===== src/rtl/endat_pkg.sv =====
// Shared definitions for the EnDat position-processing slice.
//   state_t     : position FSM states (IDLE, RUN, FAULT)
//   JUMP_LIMIT  : consecutive rejected samples that force FAULT
//   wrap_delta  : modular single-turn difference, sign-extended to 32 bits
package endat_pkg;

   typedef enum logic [1:0] {IDLE, RUN, FAULT} state_t;

   localparam int JUMP_LIMIT = 3;

   // (st - last_st) mod 2^n, read back as a signed n-bit value.
   // This lets a turn boundary crossed in either direction look like a small step.
   // n is passed in because the single-turn width is a module parameter (n <= 32).
   function automatic logic signed [31:0] wrap_delta(input logic [31:0] st,
                                                     input logic [31:0] last_st,
                                                     input int n);
      logic [31:0] mask;
      logic [31:0] d;
      mask = (n >= 32) ? '1 : ((32'd1 << n) - 32'd1);
      d    = (st - last_st) & mask;
      if ((d & (32'd1 << (n - 1))) != 32'd0)
         d = d | ~mask;
      return signed'(d);
   endfunction

endpackage


===== src/rtl/endat_vel_win.sv =====
// Windowed velocity: sums 2^AVG_LOG accepted deltas, then publishes the sum.
//   enc_clk, rst : clock, synchronous active-high reset
//   delta        : signed single-turn delta of the current sample
//   acc          : accept strobe, add delta into the window
//   clr          : restart the window and zero the published velocity
//   vel          : signed sum of the last complete window
//   vel_vld      : one-cycle pulse when vel is updated
module endat_vel_win
   import endat_pkg::*;
#(
   parameter int ST_BITS = 23,
   parameter int AVG_LOG = 4
) (
   input  logic                     enc_clk,
   input  logic                     rst,
   input  logic [ST_BITS-1:0]       delta,
   input  logic                     acc,
   input  logic                     clr,
   output logic [ST_BITS+AVG_LOG:0] vel,
   output logic                     vel_vld
);

   localparam int VW = ST_BITS + AVG_LOG + 1;

   logic [VW-1:0]      vel_acc;
   logic [AVG_LOG-1:0] smp_cnt;
   logic [VW-1:0]      delta_x;

   assign delta_x = {{(VW-ST_BITS){delta[ST_BITS-1]}}, delta};

   always_ff @(posedge enc_clk) begin
      if (rst) begin
         vel_acc <= '0;
         smp_cnt <= '0;
         vel     <= '0;
         vel_vld <= 1'b0;
      end else begin
         vel_vld <= 1'b0;
         if (clr) begin
            vel_acc <= '0;
            smp_cnt <= '0;
            vel     <= '0;
         end else if (acc) begin
            // last delta of the window goes straight into vel
            if (smp_cnt == '1) begin
               vel     <= vel_acc + delta_x;
               vel_vld <= 1'b1;
               vel_acc <= '0;
               smp_cnt <= '0;
            end else begin
               vel_acc <= vel_acc + delta_x;
               smp_cnt <= smp_cnt + AVG_LOG'(1);
            end
         end
      end
   end

endmodule


===== src/rtl/endat_pos_proc.sv =====
// EnDat position post-processing: single-turn unwrap into an extended signed
// position, jump rejection, windowed velocity and receiver-stall timeout.
//   enc_clk, rst : clock, synchronous active-high reset
//   pos_in       : captured position word (only ST_BITS low bits used)
//   pos_vld      : one-cycle strobe for pos_in
//   fault_clr    : leave FAULT, return to IDLE
//   pos_ext      : signed extended position (wraps at ACC_W)
//   pos_ext_vld  : level, pos_ext is trustworthy
//   vel, vel_vld : windowed delta sum and its update pulse
//   jump_err     : one-cycle pulse per rejected sample
//   timeout_err  : level, set by sample timeout, cleared by fault_clr
//   fault        : level, FSM is in FAULT
module endat_pos_proc
   import endat_pkg::*;
#(
   parameter int POS_W    = 40,
   parameter int ST_BITS  = 23,
   parameter int ACC_W    = 48,
   parameter int MAX_STEP = 65536,
   parameter int AVG_LOG  = 4,
   parameter int TIMEOUT  = 4096
) (
   input  logic                     enc_clk,
   input  logic                     rst,
   input  logic [POS_W-1:0]         pos_in,
   input  logic                     pos_vld,
   input  logic                     fault_clr,
   output logic [ACC_W-1:0]         pos_ext,
   output logic                     pos_ext_vld,
   output logic [ST_BITS+AVG_LOG:0] vel,
   output logic                     vel_vld,
   output logic                     jump_err,
   output logic                     timeout_err,
   output logic                     fault
);

   localparam int TMO_W = $clog2(TIMEOUT);

   state_t             state, state_nx;
   logic [ST_BITS-1:0] st, last_st, delta, mag;
   logic [1:0]         jump_cnt;
   logic [TMO_W-1:0]   tmo_cnt;
   logic               step_ok, rebase, do_acc, do_rej, tmo_hit, win_clr;
   logic               unused_hi;

   // multi-turn and upper bits of the word are deliberately ignored
   assign unused_hi = ^pos_in[POS_W-1:ST_BITS];

   assign st    = pos_in[ST_BITS-1:0];
   assign delta = ST_BITS'(wrap_delta(32'(st), 32'(last_st), ST_BITS));
   assign mag   = delta[ST_BITS-1] ? (~delta + ST_BITS'(1)) : delta;
   // the most negative delta has magnitude 2^(ST_BITS-1) > MAX_STEP, so it
   // always falls on the reject side of this compare
   assign step_ok = (mag <= ST_BITS'(MAX_STEP));

   always_ff @(posedge enc_clk) begin
      if (rst) state <= IDLE;
      else     state <= state_nx;
   end

   always_comb begin
      state_nx = state;
      rebase   = 1'b0;
      do_acc   = 1'b0;
      do_rej   = 1'b0;
      tmo_hit  = 1'b0;
      case (state)
         IDLE: if (pos_vld) begin
            rebase   = 1'b1;
            state_nx = RUN;
         end
         RUN: begin
            if (pos_vld) begin
               if (step_ok) begin
                  do_acc = 1'b1;
               end else begin
                  do_rej = 1'b1;
                  if (jump_cnt == 2'(JUMP_LIMIT-1)) state_nx = FAULT;
               end
            end else if (tmo_cnt == TMO_W'(TIMEOUT-1)) begin
               tmo_hit  = 1'b1;
               state_nx = FAULT;
            end
         end
         FAULT: if (fault_clr) state_nx = IDLE;
         default: state_nx = IDLE;
      endcase
      // velocity window restarts on rebase; vel reads 0 throughout FAULT
      win_clr = rebase || (state != FAULT && state_nx == FAULT);
   end

   always_ff @(posedge enc_clk) begin
      if (rst) begin
         last_st     <= '0;
         pos_ext     <= '0;
         pos_ext_vld <= 1'b0;
         jump_cnt    <= '0;
         tmo_cnt     <= '0;
         jump_err    <= 1'b0;
         timeout_err <= 1'b0;
         fault       <= 1'b0;
      end else begin
         jump_err <= do_rej;
         if (rebase) begin
            last_st     <= st;
            pos_ext     <= ACC_W'(st);
            pos_ext_vld <= 1'b1;
            jump_cnt    <= '0;
         end
         if (do_acc) begin
            last_st  <= st;
            pos_ext  <= pos_ext + {{(ACC_W-ST_BITS){delta[ST_BITS-1]}}, delta};
            jump_cnt <= '0;
         end
         if (do_rej) jump_cnt <= jump_cnt + 2'd1;
         tmo_cnt <= (state == RUN && !pos_vld && !tmo_hit) ? tmo_cnt + TMO_W'(1) : '0;
         if (tmo_hit) timeout_err <= 1'b1;
         if (state != FAULT && state_nx == FAULT) begin
            fault       <= 1'b1;
            pos_ext_vld <= 1'b0;
         end
         if (state == FAULT && state_nx == IDLE) begin
            fault       <= 1'b0;
            timeout_err <= 1'b0;
         end
      end
   end

   endat_vel_win #(
      .ST_BITS (ST_BITS),
      .AVG_LOG (AVG_LOG)
   ) u_vel_win (
      .enc_clk (enc_clk),
      .rst     (rst),
      .delta   (delta),
      .acc     (do_acc),
      .clr     (win_clr),
      .vel     (vel),
      .vel_vld (vel_vld)
   );

endmodule


===== config.mk =====
export PLATFORM = sky130hd
export DESIGN_NAME = endat_pos_proc
export DESIGN_NICKNAME = d
export VERILOG_FILES = /design/src/rtl/endat_pkg.sv /design/src/rtl/endat_vel_win.sv /design/src/rtl/endat_pos_proc.sv
export SDC_FILE = /design/constraint.sdc
export NUM_CORES = 1
export LEC_CHECK = 0
export CAP_MARGIN = 10
export CORE_MARGIN = 8
export CORE_UTILIZATION = 35
export CTS_CLUSTER_DIAMETER = 80
export DETAILED_ROUTE_END_ITERATION = 8
export SETUP_SLACK_MARGIN = 0.05
export SLEW_MARGIN = 10
export SYNTH_ARGS = -nofsm -noshare
export SYNTH_HDL_FRONTEND = slang
export SYNTH_SLANG_ARGS = --single-unit

===== constraint.sdc =====
create_clock -name enc_clk -period 10.42 [get_ports enc_clk]
set_clock_uncertainty 0.05 [all_clocks]
set_input_delay 2.084 -clock enc_clk [delete_from_list [all_inputs] [get_ports enc_clk]]
set_output_delay 2.084 -clock enc_clk [all_outputs]
set_load 0.1 [all_outputs]

==> summary by stage <==
Outcome
The run finished with clean final reports.

Power
Combinational logic burns 36.1% of the power. The design internal power is 1.16 mW. The worst voltage drop across the vdd grid is 123 uV. The analysis attributes to net switching a power of 0.753 mW. The sequential share of power is 31.5%. Dividing total power by cell area gives a power density of 141 mW/mm2. The clock share of power is 32.4%. The leakage dissipation is 5.33 nW. Of the total power, the share spent switching nets is 39.3%.

Worst setup path
STA puts the critical path data arrival time at 8.70 ns. In this run the register-to-register setup slack is 3.78 ns. The largest fanout on the critical path is 10. The critical path ends at pos_ext[46]. In this run the worst setup path begins at pos_in[0]. The required time at the endpoint of the critical path is 10.70 ns. The worst setup path is of the primary input to flip-flop kind. The number of cells on the worst reg-to-reg path is 21.

STA classifies the critical path endpoint as a flip-flop. The critical path startpoint category is a primary input. The worst reg2reg path endpoint is pos_ext[46].

The reg-to-reg startpoint is last_st[6].

Finish
The top cell types in the final layout, fill and taps aside, are sky130_fd_sc_hd__a21oi_1 (190), sky130_fd_sc_hd__dfxtp_1 (152), sky130_fd_sc_hd__nand2_1 (137). The final antenna diode count is 0. Of the cells placed in the final design, the portion with a size suffix greater than 1 is 5.46%. From synthesis to final layout, the design area changed by 17.1%. The non-filler instance count after layout is 2036. The net total in the final layout is 1728. The most frequent standard cell in the layout excluding fill and tap cells is sky130_fd_sc_hd__a21oi_1.

Synth
A synthesized cell averages 7.67 um2. Summing the areas of all compound-gate instances in the mapped netlist gives 26.8% of the synthesized area. Sequential cells were found to cover 26.2% of the synthesized design area.

By area the synthesized netlist is led by sky130_fd_sc_hd__dfxtp_1 (26%), sky130_fd_sc_hd__ha_1 (11%), sky130_fd_sc_hd__a21oi_1 (8.2%). The dominant combinational cell family by area after synthesis is compound AO/OA/AOI/OAI gates. The count of distinct cell types in the synthesized netlist is 79. Counting flops with an async set or reset pin after synthesis yields a share of 0%. The synthesized netlist devotes 11.3% of its cell area to adder and majority cells. The number of synthesized flops with an enable pin is 0.

The warning count from the yosys run is 0. Synthesis handed over a netlist of 1517 instances. After Yosys synthesis, XOR and XNOR cells account for 5.96% of the synthesized area. The post-synth net total is 1664. The leading register cell type out of synthesis is sky130_fd_sc_hd__dfxtp_1.

After Yosys synthesis, and, or, nand and nor cells account for 22.7% of the synthesized area. The leading area contributor after synthesis is sky130_fd_sc_hd__dfxtp_1. The mapped netlist covers 0.0116 mm2. The area share of the largest cell type after synthesis is 26.2%. Counting flops and latches in the post-synthesis netlist gives 152. The share of synthesized area spent on multiplexers is 2.15%.

GRT
The total congestion overflow after global routing is 0. The initial antenna violation count is 0. The first-pass GRT wire length is 54.9 mm. The number of global-route vias before repair is 10800. Across every metal layer, demand over resource in global routing totals 16.9%.

The pin count of the biggest net entering global routing is 78.

Route
The count of antenna-violating nets left after detailed routing is 0. The number of vias in the routed layout is 11300. The average wire per standard cell is 16.5 um. Before antenna repair, the detailed router went through 7 iterations. The wire length reported by the detailed router is 33.6 mm. Using the TritonRoute via totals, the vias-per-cell ratio works out to 5.53. The sum of met2 wire segment lengths after detailed routing is 16.1 mm. The remaining design rule violation count is 0.

For this block, wires on met1 add up to 15.5 mm. The uppermost layer routed is met4. The starting DRC count in detailed routing is 653. The met3 wire length is 1.25 mm.

Clocking
Counting every sink on the clock net gives 152. The cell at the root of the clock tree is sky130_fd_sc_hd__clkbuf_16. The post-CTS repair timing setup buffer count is 0. The deepest level of the CTS H-tree is 4. Buffers inserted during clock tree synthesis total 17.

The source-to-sink clock delay at the later pin of the worst-skew pair is 0.44 ns. Gates resized during post-CTS repair numbered 0. The deepest clock path buffer count is 2. After clock tree synthesis, the flow added hold-fix buffers numbering 0.

After clock tree synthesis, the clock-pin slew on the worst setup and hold paths is 0.07 ns. TritonCTS built the clock tree.

Floorplanning
The placement row count is 66. The area of the placeable core is 0.0326 mm2. The die is 198 um tall.

The width of the chip is 198 um. The initial standard-cell utilization of the core is 35.7%. 125 I/O pins were placed. The area enclosed by the die boundary is 0.0393 mm2.

Min path
The type of the worst min-delay path is flip-flop to flip-flop. Counting instances, the worst hold path has a depth of 2.

Placed design
The cell count after placement is 2003. The count of input and output buffers is 107. At the end of routability-driven placement, the weighted congestion stood at 0.883. Detailed placement ended at an HPWL of 24.3 mm.

Timing
In the final timing run, aggregate negative setup slack is 0 ns. The clock period minus final worst setup slack is 8.42 ns. The timing-limited maximum frequency is 119 MHz. Setup repair after global routing left no endpoint under its margin.

Setup violations remaining at the end of the flow were counted as 0. The final number of hold-violating endpoints is 0. The share of the clock period used by the worst path after layout is 80.8%. The number of pins with negative max-slew slack in the final report is 0. Headroom to the max-slew limit came out at 22.6%. For the pin with the worst max-slew slack, the measured transition is 1.15 ns.

Flow run
The tool flagged a number of max-cap violations equal to 0.
==> worst min path at each step <==
stage | startpoint | endpoint | slack, ns
3_3_place_gp | u_vel_win.vel_acc[16] | u_vel_win.vel_acc[16] | 0.39
5_1_grt | u_vel_win.vel_acc[3] | u_vel_win.vel_acc[3] | 0.43
2_1_floorplan | tmo_cnt[0] | tmo_cnt[0] | 0.38
3_5_place_dp | u_vel_win.vel_acc[16] | u_vel_win.vel_acc[16] | 0.40
4_1_cts | u_vel_win.vel_acc[20] | u_vel_win.vel_acc[20] | 0.41
6_report | u_vel_win.vel_acc[3] | u_vel_win.vel_acc[3] | 0.41
==> kinds of logic (layout without fill, tap and decap cells) <==
family / after synthesis / after routing
xor gates and xnor gates: 77 / 77
and+or+nand+nor: 536 / 536
AOI/OAI and AO/OA: 489 / 489
muxes: 25 / 25
DFF: 152 / 152
adders and majority gates: 103 / 103
buffers and inverters: 135 / 212
==> power by group through the flow <==
stage                     Combinational (mW)  Sequential, mW  Clock (mW)
after floorplan                        0.476           0.662           0
after detailed placement               0.683           0.618           0
after CTS                              0.687           0.604       0.637
after global placement                 0.675           0.617           0
after global routing                   0.761           0.606       0.661
final                                  0.691           0.604       0.622
==> synthesized netlist by cell type (13+ instances only) <==
master and number:
sky130_fd_sc_hd__a21oi_1 191, sky130_fd_sc_hd__dfxtp_1 152, sky130_fd_sc_hd__nand2_1 137, sky130_fd_sc_hd__nand3_1 109, sky130_fd_sc_hd__nor2_1 105, sky130_fd_sc_hd__ha_1 100
sky130_fd_sc_hd__o21ai_0 85, sky130_fd_sc_hd__inv_1 57, sky130_fd_sc_hd__clkbuf_1 56, sky130_fd_sc_hd__xnor2_1 51, sky130_fd_sc_hd__a21o_1 43, sky130_fd_sc_hd__nor3_1 34
sky130_fd_sc_hd__mux2i_1 25, sky130_fd_sc_hd__xor2_1 25, sky130_fd_sc_hd__a22oi_1 23, sky130_fd_sc_hd__nand2b_1 22, sky130_fd_sc_hd__and3_1 19, sky130_fd_sc_hd__nor2b_1 18
sky130_fd_sc_hd__or3_1 18, sky130_fd_sc_hd__o21a_1 17, sky130_fd_sc_hd__a211oi_1 16, sky130_fd_sc_hd__nand4_1 15, sky130_fd_sc_hd__o211ai_1 13
==> through the flow <==
stage / worst slack, ns / area, um2 / hold slack (ns) / utilization, % / total power, mW
3_5_place_dp: 1.64 / 13000 / 0.401 / 39.9 / 1.30
3_3_place_gp: 1.69 / 13000 / 0.394 / 39.9 / 1.29
6_report: 2.00 / 13600 / 0.409 / 41.7 / 1.92
4_1_cts: 2.10 / 13600 / 0.410 / 41.7 / 1.93
2_1_floorplan: 2.52 / 11600 / 0.380 / - / 1.14
5_1_grt: 1.52 / 13600 / 0.426 / 41.7 / 2.03
==> registers in the layout (all words and copies together), names as in the netlist <==
register and flops:
timeout_err 1, state 2, u_vel_win.smp_cnt 4, jump_err 1, u_vel_win.vel_vld 1, jump_cnt 2
u_vel_win.vel_acc 28, last_st 23, u_vel_win.vel 28, tmo_cnt 12, pos_ext_vld 1, fault 1
pos_ext 48
==> metal layers <==
| metal | vias to the layer above | track usage (%) |
|---|---|---|
| li1 | 5705 | - |
| met1 | 5286 | 21.1 |
| met2 | 231 | 29.5 |
| met3 | 39 | 2.60 |
| met4 | 0 | 5.20 |
| met5 | - | 0 |
==> final cells by class <==
| class | instances | area [um2] |
|---|---|---|
| flip-flops and latches | 152 | 3040 |
| fillers | 3342 | 19000 |
| multi-input cells | 1230 | 8040 |
| inverters | 59 | 221 |
| repair buffers | 121 | 1180 |
| well taps | 442 | 553 |
| clock inverters | 14 | 134 |
| clock buffers | 18 | 439 |
==> critical path, cell delays in order <==
cell and delay [ns]:
sky130_fd_sc_hd__clkdlybuf4s50_1 0.46, sky130_fd_sc_hd__inv_1 0.08, sky130_fd_sc_hd__ha_1 0.15, sky130_fd_sc_hd__inv_1 0.05
sky130_fd_sc_hd__fa_1 0.42, sky130_fd_sc_hd__a21oi_2 0.25, sky130_fd_sc_hd__o221a_4 0.28, sky130_fd_sc_hd__a21oi_1 0.10
sky130_fd_sc_hd__o31ai_2 0.65, sky130_fd_sc_hd__inv_1 0.30, sky130_fd_sc_hd__ha_1 0.44, sky130_fd_sc_hd__o21a_1 0.20
sky130_fd_sc_hd__o211ai_1 0.18, sky130_fd_sc_hd__a21o_1 0.11, sky130_fd_sc_hd__a21oi_1 0.07, sky130_fd_sc_hd__nor3_1 0.47
sky130_fd_sc_hd__o21ai_0 0.40, sky130_fd_sc_hd__o21a_1 0.29, sky130_fd_sc_hd__a2111oi_0 0.60, sky130_fd_sc_hd__o22ai_1 0.18
sky130_fd_sc_hd__o221ai_1 0.34, sky130_fd_sc_hd__mux2i_1 0.25, sky130_fd_sc_hd__o2111ai_1 0.12, sky130_fd_sc_hd__a21o_1 0.19
Power figures use the tool's default switching activity.
